## src/rtl/serial_pkg.sv

```systemverilog
// Shared types and default widths for the serial frame datapath.
package serial_pkg;

  localparam int unsigned SER_ADDR_W = 2;
  localparam int unsigned SER_DATA_W = 8;

  typedef enum logic [1:0] {
    IDLE,
    ADDR,
    DATA,
    EMIT
  } demux_state_t;

endpackage

```

## src/rtl/serial_port_demux_if.sv

```systemverilog
// Serial input strobes and per-channel output bus of serial_port_demux.
interface serial_port_demux_if
  import serial_pkg::*;
#(
  parameter int unsigned ADDR_W = SER_ADDR_W,
  parameter int unsigned DATA_W = SER_DATA_W
) ();

  localparam int unsigned NUM_PORTS = 2 ** ADDR_W;

  logic                          serial_in;
  logic                          port_enable;
  logic                          smbs_enable;
  logic [NUM_PORTS*DATA_W-1:0]   ch_data;
  logic [NUM_PORTS-1:0]          ch_valid;
  logic                          busy;
  logic                          frame_err;

  modport master (
    output serial_in, port_enable, smbs_enable,
    input  ch_data, ch_valid, busy, frame_err
  );

  modport slave (
    input  serial_in, port_enable, smbs_enable,
    output ch_data, ch_valid, busy, frame_err
  );

endinterface

```

## src/rtl/serial_shift_reg.sv

```systemverilog
// MSB-first serial-in shift register with synchronous clear; WIDTH must be at least 2.
module serial_shift_reg #(
  parameter int unsigned WIDTH = 8
) (
  input  logic             clk,
  input  logic             rst,
  input  logic             clear,
  input  logic             shift,
  input  logic             din,
  output logic [WIDTH-1:0] q
);

  logic [WIDTH-1:0] q_d;

  // Clear and shift together load the new bit into a zeroed register.
  always_comb begin
    q_d = clear ? '0 : q;
    if (shift) begin
      q_d = {q_d[WIDTH-2:0], din};
    end
  end

  always_ff @(posedge clk) begin
    if (rst) begin
      q <= '0;
    end else begin
      q <= q_d;
    end
  end

endmodule

```

## src/rtl/serial_port_demux.sv

```systemverilog
// Deserialises a port number and payload and emits the payload on the addressed channel.
// Build option SERIAL_PORT_DEMUX_PARITY_EN adds a trailing even-parity bit to the data phase.
module serial_port_demux
  import serial_pkg::*;
#(
  parameter int unsigned ADDR_W = SER_ADDR_W,
  parameter int unsigned DATA_W = SER_DATA_W
) (
  input logic                clk,
  input logic                rst,
  serial_port_demux_if.slave bus
);

  localparam int unsigned NUM_PORTS = 2 ** ADDR_W;
`ifdef SERIAL_PORT_DEMUX_PARITY_EN
  localparam int unsigned PAR_W = 1;
`else
  localparam int unsigned PAR_W = 0;
`endif
  localparam int unsigned SR_W    = DATA_W + PAR_W;
  localparam int unsigned CNT_MAX = DATA_W + 1 + PAR_W;
  localparam int unsigned CNT_W   = $clog2(CNT_MAX + 1);

  demux_state_t                state_q, state_d;
  logic [CNT_W-1:0]            bit_cnt_q, bit_cnt_d;
  logic                        err_q, err_d;
  logic [NUM_PORTS*DATA_W-1:0] ch_data_q, ch_data_d;
  logic [NUM_PORTS-1:0]        ch_valid_q, ch_valid_d;
  logic                        addr_shift, data_shift, data_clear;
  logic [ADDR_W-1:0]           addr_sr;
  logic [SR_W-1:0]             data_sr;
  logic [DATA_W-1:0]           payload;
  logic                        emit_ok;

  serial_shift_reg #(.WIDTH(ADDR_W)) u_addr_sr (
    .clk  (clk),
    .rst  (rst),
    .clear(1'b0),
    .shift(addr_shift),
    .din  (bus.serial_in),
    .q    (addr_sr)
  );

  serial_shift_reg #(.WIDTH(SR_W)) u_data_sr (
    .clk  (clk),
    .rst  (rst),
    .clear(data_clear),
    .shift(data_shift),
    .din  (bus.serial_in),
    .q    (data_sr)
  );

`ifdef SERIAL_PORT_DEMUX_PARITY_EN
  assign payload = data_sr[SR_W-1:1];
  assign emit_ok = (bit_cnt_q == CNT_W'(DATA_W + 1)) && (data_sr[0] == ^payload);
`else
  assign payload = data_sr;
  assign emit_ok = (bit_cnt_q != '0);
`endif

  // Channel outputs are registered on the DATA->EMIT edge so they are visible during EMIT.
  always_comb begin
    state_d    = state_q;
    bit_cnt_d  = bit_cnt_q;
    err_d      = err_q;
    ch_data_d  = ch_data_q;
    ch_valid_d = '0;
    addr_shift = 1'b0;
    data_shift = 1'b0;
    data_clear = 1'b0;

    if (bus.port_enable && bus.smbs_enable) begin
      err_d = 1'b1;
    end

    unique case (state_q)
      IDLE: begin
        if (bus.port_enable) begin
          addr_shift = 1'b1;
          state_d    = ADDR;
        end else if (bus.smbs_enable) begin
          err_d = 1'b1;
        end
      end
      ADDR: begin
        if (bus.port_enable) begin
          addr_shift = 1'b1;
        end else if (bus.smbs_enable) begin
          bit_cnt_d  = CNT_W'(1);
          data_clear = 1'b1;
          data_shift = 1'b1;
          state_d    = DATA;
        end else begin
          err_d   = 1'b1;
          state_d = IDLE;
        end
      end
      DATA: begin
        if (bus.port_enable) begin
          addr_shift = 1'b1;
          state_d    = ADDR;
        end else if (bus.smbs_enable) begin
          data_shift = 1'b1;
          if (bit_cnt_q != CNT_W'(CNT_MAX)) begin
            bit_cnt_d = bit_cnt_q + 1'b1;
          end
          if (bit_cnt_d == CNT_W'(CNT_MAX)) begin
            err_d = 1'b1;
          end
        end else begin
          state_d = EMIT;
          if (emit_ok) begin
            for (int k = 0; k < NUM_PORTS; k++) begin
              if (addr_sr == ADDR_W'(k)) begin
                ch_data_d[k*DATA_W +: DATA_W] = payload;
                ch_valid_d[k]                 = 1'b1;
              end
            end
          end else begin
            err_d = 1'b1;
          end
        end
      end
      EMIT: begin
        // A port bit arriving here is dropped rather than starting a new frame.
        state_d = IDLE;
        if (bus.port_enable) begin
          err_d = 1'b1;
        end
      end
      default: state_d = IDLE;
    endcase
  end

  always_ff @(posedge clk) begin
    if (rst) begin
      state_q    <= IDLE;
      bit_cnt_q  <= '0;
      err_q      <= 1'b0;
      ch_data_q  <= '0;
      ch_valid_q <= '0;
    end else begin
      state_q    <= state_d;
      bit_cnt_q  <= bit_cnt_d;
      err_q      <= err_d;
      ch_data_q  <= ch_data_d;
      ch_valid_q <= ch_valid_d;
    end
  end

  assign bus.ch_data   = ch_data_q;
  assign bus.ch_valid  = ch_valid_q;
  assign bus.busy      = (state_q != IDLE);
  assign bus.frame_err = err_q;

endmodule

```

## src/flat_wrapper.sv

```systemverilog
// flat-port wrapper written by rule: the top's interface ports become plain ports
module serial_port_demux_flat import serial_pkg::*;
#(
  parameter int unsigned ADDR_W = SER_ADDR_W,
  parameter int unsigned DATA_W = SER_DATA_W
)
  (clk, rst, bus_serial_in, bus_port_enable, bus_smbs_enable, bus_ch_data, bus_ch_valid, bus_busy, bus_frame_err);
  serial_port_demux_if #(.ADDR_W(ADDR_W), .DATA_W(DATA_W)) bus_i ();
  input logic clk;
  input logic rst;
  input wire logic [$bits(bus_i.serial_in)-1:0] bus_serial_in;
  input wire logic [$bits(bus_i.port_enable)-1:0] bus_port_enable;
  input wire logic [$bits(bus_i.smbs_enable)-1:0] bus_smbs_enable;
  output wire logic [$bits(bus_i.ch_data)-1:0] bus_ch_data;
  output wire logic [$bits(bus_i.ch_valid)-1:0] bus_ch_valid;
  output wire logic [$bits(bus_i.busy)-1:0] bus_busy;
  output wire logic [$bits(bus_i.frame_err)-1:0] bus_frame_err;
  assign bus_i.serial_in = bus_serial_in;
  assign bus_i.port_enable = bus_port_enable;
  assign bus_i.smbs_enable = bus_smbs_enable;
  assign bus_ch_data = bus_i.ch_data;
  assign bus_ch_valid = bus_i.ch_valid;
  assign bus_busy = bus_i.busy;
  assign bus_frame_err = bus_i.frame_err;
  serial_port_demux #(.ADDR_W(ADDR_W), .DATA_W(DATA_W)) u_core (.clk(clk), .rst(rst), .bus(bus_i));
endmodule
```

## config.mk

```make
export PLATFORM = sky130hd
export DESIGN_NAME = serial_port_demux_flat
export DESIGN_NICKNAME = d
export VERILOG_FILES = /design/src/rtl/serial_pkg.sv /design/src/rtl/serial_port_demux_if.sv /design/src/rtl/serial_shift_reg.sv /design/src/rtl/serial_port_demux.sv /design/src/flat_wrapper.sv
export SDC_FILE = /design/constraint.sdc
export NUM_CORES = 1
export LEC_CHECK = 0
export CORE_MARGIN = 3
export CORE_UTILIZATION = 55
export CTS_CLUSTER_DIAMETER = 120
export DETAILED_ROUTE_END_ITERATION = 8
export GPL_TIMING_DRIVEN = 0
export PLACE_DENSITY = 0.89
export RECOVER_POWER = 25
export SETUP_SLACK_MARGIN = 0.02
export SLEW_MARGIN = 20
export SYNTH_ARGS = -nofsm -noshare
export SYNTH_HDL_FRONTEND = slang
export SYNTH_SLANG_ARGS = --single-unit
```

## constraint.sdc

```tcl
create_clock -name clk -period 5.2 [get_ports clk]
set_input_delay 0.52 -clock clk [delete_from_list [all_inputs] [get_ports clk]]
set_output_delay 0.52 -clock clk [all_outputs]
set_load 0.01 [all_outputs]
```

==> results.md, run 1 <==
- Status: finished, final reports clean
- # nets final: 288
- Max-slew violations: 0
- Reg area: roughly 0.0011 sq mm
- CTS clk-pin slew, worst paths: around 90 ps
- Core area: between 0.003 and 0.004 sq mm
- Antenna cells: 0
- Number of port buffers: 40
- Pre-CTS WS: 3090 ps
- Net switching power: 177 uW
- Sw frac: 24.9%
- DRT iter0 DRCs: approximately 140
- Startpoint types: register
- Yosys top cell area share: 47.9%
- Final worst slack: 3110 ps
- Clk pwr share: 31.9%
- Sink Count: 53
- Number of flops mapped to enable cells by yosys: 0
- Flop2flop setup slack: 3330 ps
- Cell taking the most area after synthesis: dfxtp_1
- Final wirelength: 4.79 mm
- Power density cells: 259 mW/mm^2
- Final ANT Viol Nets: 0
- CTS H-Tree Depth: 2
- Vias in the first global route: ~1700
- Max clock buf depth: 2
- Detailed placement HPWL: 3.34 mm
- Fraction of layout cells with a size suffix above 1: between 5 and 6%
- Postcts setup bufs: 0
- TritonCTS clock tree: yes
- Syn avg cell area: 9.71 sq um
- Final Hold Viols: 0
- Largest net degree at the start of global routing: 17
- Iteration count of the initial detailed-routing pass: 4
- Setup TNS: 0 ps
- Largest cells by area after synthesis: dfxtp_1 (48%), mux2i_1 (17%), nor2_1 (7.3%)
- TritonCTS Buffers: 5
- Post-layout min period: 2090 ps
- Unrepaired setup endpoints after global routing: false
- Die area: 0.00482 sq mm
- Drt wl/cell: approximately 15 microns
- Worst Path Arrival: 1570 ps
- Multi-input logic area: approximately 0.0011 sq mm
- Combinational power share: roughly a tenth
- Top-count cell post-synth: dfxtp_1
- Synthesized net count: 241
- Antenna violations before repair: 0
- Top-Level Pins: 43
- First-pass GRT wire length: approximately 7.9 mm
- Top_reg_cell synth: dfxtp_1
- Fin crit share: 40.2%
- Distinct cell type count after synthesis: 37
- Crit path capture type: output pin
- RD Place Congestion: slightly below 0.8
- Leak: roughly 1.3 nW
- DRC viols: 0
- Max-cap viol count: 0
- Row count: 22
- Root Buffer: clkbuf_8
- Mapped Cells: roughly 230
- CP Data Required Time: 4680 ps
- Clk Latency, worst-skew pair: roughly 310 ps
- GRT Resource Usage Total: around a fifth
- Critical path peak fanout: 4
- Highest clock rate: around 480 MHz
- Register area share after synthesis: 47.9%
- Gr ovfl total: 0
- HP Class: register to register
- Die Y: 69.4 microns
- Peak supply drop: 179 uV
- Max transition margin: 67.9%
- Cts hold-fix bufs: 0
- Post-CTS resize count: 0
- Pint: 535 uW
- Max Clock Skew: 11.3 ps
- Syn-to-layout area delta: 24.2%
- Total power: 712 uW
- DR vias/cell: 5.47
- CP Class: register to output pin
- Die Wd: 69.4 microns
- Netlist Area Pre-Place: 0.00221 sq mm
- Vias post-DR: around 1800
- Register bit total from synthesis: 53
- Yosys warning count: 0
- Initial Util: 58.7%
- Worst Tran Pin Value: 481 ps
- Number of fill cells: 306
- FFs w/ async S/R, synth: 0%
- Commonest cells post-synth: dfxtp_1 (53), nor2_1 (43), mux2i_1 (37)
- # setup viols final: 0
- Sequential Power Share: roughly 60%
placed cells by master (no fill, tap or decap), drive strengths merged, types with 3 or more instances in the layout:
| cell | n |
|---|---|
| a211o | 3 |
| a21oi | 13 |
| buf | 8 |
| clkbuf | 9 |
| clkdlybuf4s50 | 21 |
| dfxtp | 53 |
| dlygate4sd3 | 19 |
| ha | 8 |
| inv | 6 |
| mux2i | 37 |
| nand2 | 20 |
| nand2b | 3 |
| nand3 | 3 |
| nand3b | 3 |
| nor2 | 43 |
| nor2b | 3 |
final timing paths:
check	cells past startpoint	to	from
setup / recovery	4	bus_busy	u_core.state_q[0]
hold reg to reg	2	u_core.bus.ch_data[0]	u_core.bus.ch_data[0]
setup reg to reg	6	u_core.bit_cnt_q[1]	u_core.state_q[0]
hold / removal	2	u_core.bus.ch_data[0]	u_core.bus.ch_data[0]
power by group through the flow:
stage | clock network (mW) | logic [mW] | registers [mW]
2_1_floorplan | 0 | 0.0467 | 0.426
3_3_place_gp | 0 | 0.0649 | 0.426
3_5_place_dp | 0 | 0.0680 | 0.427
4_1_cts | 0.228 | 0.0683 | 0.417
5_1_grt | 0.247 | 0.0741 | 0.418
6_report | 0.227 | 0.0681 | 0.417
metrics by stage:
step | instance area (sq um) | cells | hold slack (ps) | utilization (%)
after detailed placement | 2670 | 316 | 484 | 70.9
after CTS | 2760 | 324 | 511 | 73.2
final | 2750 | 324 | 499 | 72.9
after floorplan | 2210 | 228 | 472 | -
after global routing | 2750 | 324 | 530 | 72.9
after global placement | 2670 | 316 | 474 | 70.9
area by class of cell:
cell class / instances / share of cell area [%]
Sequential cell: 53 / 38.6
Timing Repair Buffer: 40 / 14.6
Inverter: 6 / 0.819
Buffer: 11 / 2.28
Multi-Input combinational cell: 158 / 38.4
Clock inverter: 2 / 0.546
Tap cell: 48 / 2.18
Clock buffer: 6 / 2.64
flip-flops by register name, indices dropped and copies added, names as in the netlist:
signal / cells
u_core.bus.ch_valid: 4
u_core.u_data_sr.q: 8
u_core.bit_cnt_q: 4
u_core.u_addr_sr.q: 2
u_core.state_q: 2
u_core.bus.ch_data: 32
u_core.bus.frame_err: 1
layer usage:
| layer | global-route usage [%] | part of all wire [%] |
|---|---|---|
| met4 | 8.46 | 1.5 |
| met3 | 5.07 | 5.7 |
| met2 | 32.0 | 48 |
| met5 | 0 | 0 |
| met1 | 26.8 | 45 |
worst max-delay path, cell delays in order, from the launching register on:
cell	delay [ps]
dfxtp_1	360
inv_1	90
ha_1	220
inv_1	60
clkdlybuf4s50_1	530
logic make-up after synthesis:
logic type	Yosys count	share of synthesized area, %
AOI/OAI and AO/OA	24	6.90
xor gates and xnor gates	1	0.396
DFF	53	47.9
buffers and inverters	17	3.84
muxes	38	17.2
and+or+nand+nor	87	19.2
adders and majority gates	8	4.52
No activity file was read; power rests on OpenSTA's default activity.
==> run 2: changes to the inputs <==
CORE_UTILIZATION = 51   (was 55)
PLACE_DENSITY = 0.84   (was 0.89)
clock period = 2.2 ns   (was 5.2 ns; I/O delays follow)
==> results.md, run 2 (synthesized netlist as in run 1, its figures left out) <==
- Status: finished, final reports clean
- Max-slew violations: 0 (unchanged)
- Setup TNS: 0 ps (unchanged)
- Worst path slowest cell: dfxtp_1
- Final Hold Viols: 0 (unchanged)
- CP Class: register to register
- Die Wd: 71.9 microns (+3.5%)
- Max reg flops: 32 (unchanged)
- Total power: 1.68 mW (+140%)
- Max transition margin: 66.8% (-1.1 points)
- Postcts setup bufs: 0 (unchanged)
- Pre-CTS WS: 377 ps (-2710 ps)
- Number of fill cells: 353 (+15%)
- Number of port buffers: 40 (unchanged)
- Critical Path Sink: u_core.bus.ch_data[6]
- Final wirelength: 4.54 mm (-5.1%)
- Final worst slack: 360 ps (-2750 ps)
- Fin crit share: 83.6%
- Sw frac: 24.7% (-0.24 points)
- Sink Count: 53 (unchanged)
- Initial Util: 54.2% (-4.5 points)
- CTS H-Tree Depth: 2 (unchanged)
- Placed Area: 0.00268 sq mm (about the same)
- Startpoint types: register
- Non-filler cells, final: 326 (+0.62%)
- Top-Level Pins: 43 (unchanged)
- FF-to-FF End: u_core.bus.ch_data[6]
- Final ANT Viol Nets: 0 (unchanged)
- Crit path launch: u_core.state_q[0]
- DRC viols: 0 (unchanged)
- Post-layout min period: 1840 ps
- Leak: 1.28 nW (+2.5%)
- Hold_ws: 409 ps (-90.4 ps)
- First-pass GRT wire length: 7.53 mm (-4.5%)
- Sequential Power Share: 58.7% (about the same)
- Clk pwr share: 31.8% (about the same)
- Vias post-DR: 1689 (-4.6%)
- DR vias/cell: 5.18 (-5.2%)
- Core Util, Final: 67.6% (-5.3 points)
- Syn-to-layout area delta: 24.9%
- RD Place Congestion: 0.822 (+4.4%)
- Critical path, cell by cell: inv_1 -> ha_1 -> nor3b_2 -> and4bb_1 -> buf_6 -> mux2i_1 -> nor2_1
- Most frequent cells in the layout: dfxtp_1 (53), nor2_1 (43), mux2i_1 (37)
- Detailed placement HPWL: 3.20 mm (-4.3%)
- Worst Path Arrival: 2010 ps (+440 ps)
- Highest clock rate: 544 MHz
- Post-route cell area: 0.00276 sq mm (+0.55%)
- # setup viols final: 0 (unchanged)
- Iteration count of the initial detailed-routing pass: 4 (unchanged)
- Clk Latency, worst-skew pair: 300 ps (about the same)
- Net switching power: 414 uW (+130%)
- Max Clock Skew: 9.16 ps (-2.17 ps)
- TritonCTS Buffers: 5 (unchanged)
- Core area: 0.00409 sq mm (+8.4%)
- Drt wl/cell: 13.9 microns (-5.7%)
- # nets final: 288 (unchanged)
- Reg-to-Reg Start: u_core.state_q[0]
- Pint: 1.26 mW (+140%)
- GRT Resource Usage Total: 18.4% (-2.0 points)
- Row count: 23 (+4.5%)
- Unrepaired setup endpoints after global routing: false
- Flop2flop setup slack: 360 ps (-2970 ps)
- Gr ovfl total: 0 (unchanged)
- Root Buffer: clkbuf_8
- Cts hold-fix bufs: 0 (unchanged)
- CP Data Required Time: 2370 ps (-2310 ps)
- Fraction of layout cells with a size suffix above 1: 6.16% (+0.36 points)
- Crit path capture type: register
- Power density cells: 607 mW/mm^2 (+130%)
- Combinational power share: 9.4% (-0.2 points)
- Largest net degree at the start of global routing: 17 (unchanged)
- Antenna violations before repair: 0 (unchanged)
- HP Class: input port to register
- Peak supply drop: 482 uV (+170%)
- DRT iter0 DRCs: 110 (-20%)
- Critical path peak fanout: 9 (+5)
- Largest stage delay, worst path: 340 ps (-190 ps)
- TritonCTS clock tree: yes
- Post-CTS resize count: 0 (unchanged)
- Vias in the first global route: 1601 (-4.0%)
- Commonest non-fill, non-tap cell in the layout: dfxtp_1
- Worst Tran Pin Value: 497 ps (+16.1 ps)
- Die Y: 71.9 microns (+3.5%)
- Max-cap viol count: 0 (unchanged)
- Max clock buf depth: 2 (unchanged)
- CTS clk-pin slew, worst paths: 90 ps (about the same)
- Cells after DPL: 318 (+0.63%)
- Die area: 0.00517 sq mm (+7.2%)
- Antenna cells: 0 (unchanged)
- R2R cell count: 7 (+1)
## run 2: layout make-up
cell class,instances,area [sq um],area share (%)
plain buffers,11,62.6,2.26
clock buffers,6,72.6,2.63
clock inverters,2,15.0,0.543
inverters,6,22.5,0.815
multi-input cells,158,1070,38.6
flip-flops and latches,53,1060,38.4
well taps,50,62.6,2.26
repair buffers,40,400,14.5
## run 2: worst max-delay path: cells and delay by family, from the launching register on
family,cells,cell delay [ps]
buf+inv,2,290
simple gates,3,590
mux,1,210
flops,1,340
fa+ha+maj,1,290
## run 2: routing by layer
layer / wire (microns) / up-vias / GRT usage (%)
li1: - / 862 / -
met4: 57 / 0 / 5.64
met2: 2090 / 41 / 28.0
met5: 0 / - / 0
met1: 2230 / 780 / 27.0
met3: 158 / 6 / 2.81
## run 2: worst min path at each step
stage	slack, ps	start	cells past startpoint	endpoint
2_1_floorplan	360	bus_serial_in	2	u_core.u_data_sr.q[0]
3_3_place_gp	470	u_core.bus.ch_data[31]	2	u_core.bus.ch_data[31]
3_5_place_dp	480	u_core.bus.ch_data[7]	2	u_core.bus.ch_data[7]
4_1_cts	410	bus_smbs_enable	3	u_core.bus.frame_err
5_1_grt	460	bus_smbs_enable	3	u_core.bus.frame_err
6_report	410	bus_smbs_enable	3	u_core.bus.frame_err
## run 2: power by group through the flow
| stage | Sequential [mW] | Combinational [mW] | Clock (mW) |
|---|---|---|---|
| CTS | 0.986 | 0.158 | 0.544 |
| floorplan | 1.01 | 0.110 | 0 |
| global placement | 1.01 | 0.155 | 0 |
| detailed placement | 1.01 | 0.158 | 0 |
| global route | 0.989 | 0.177 | 0.578 |
| finish | 0.986 | 0.158 | 0.535 |
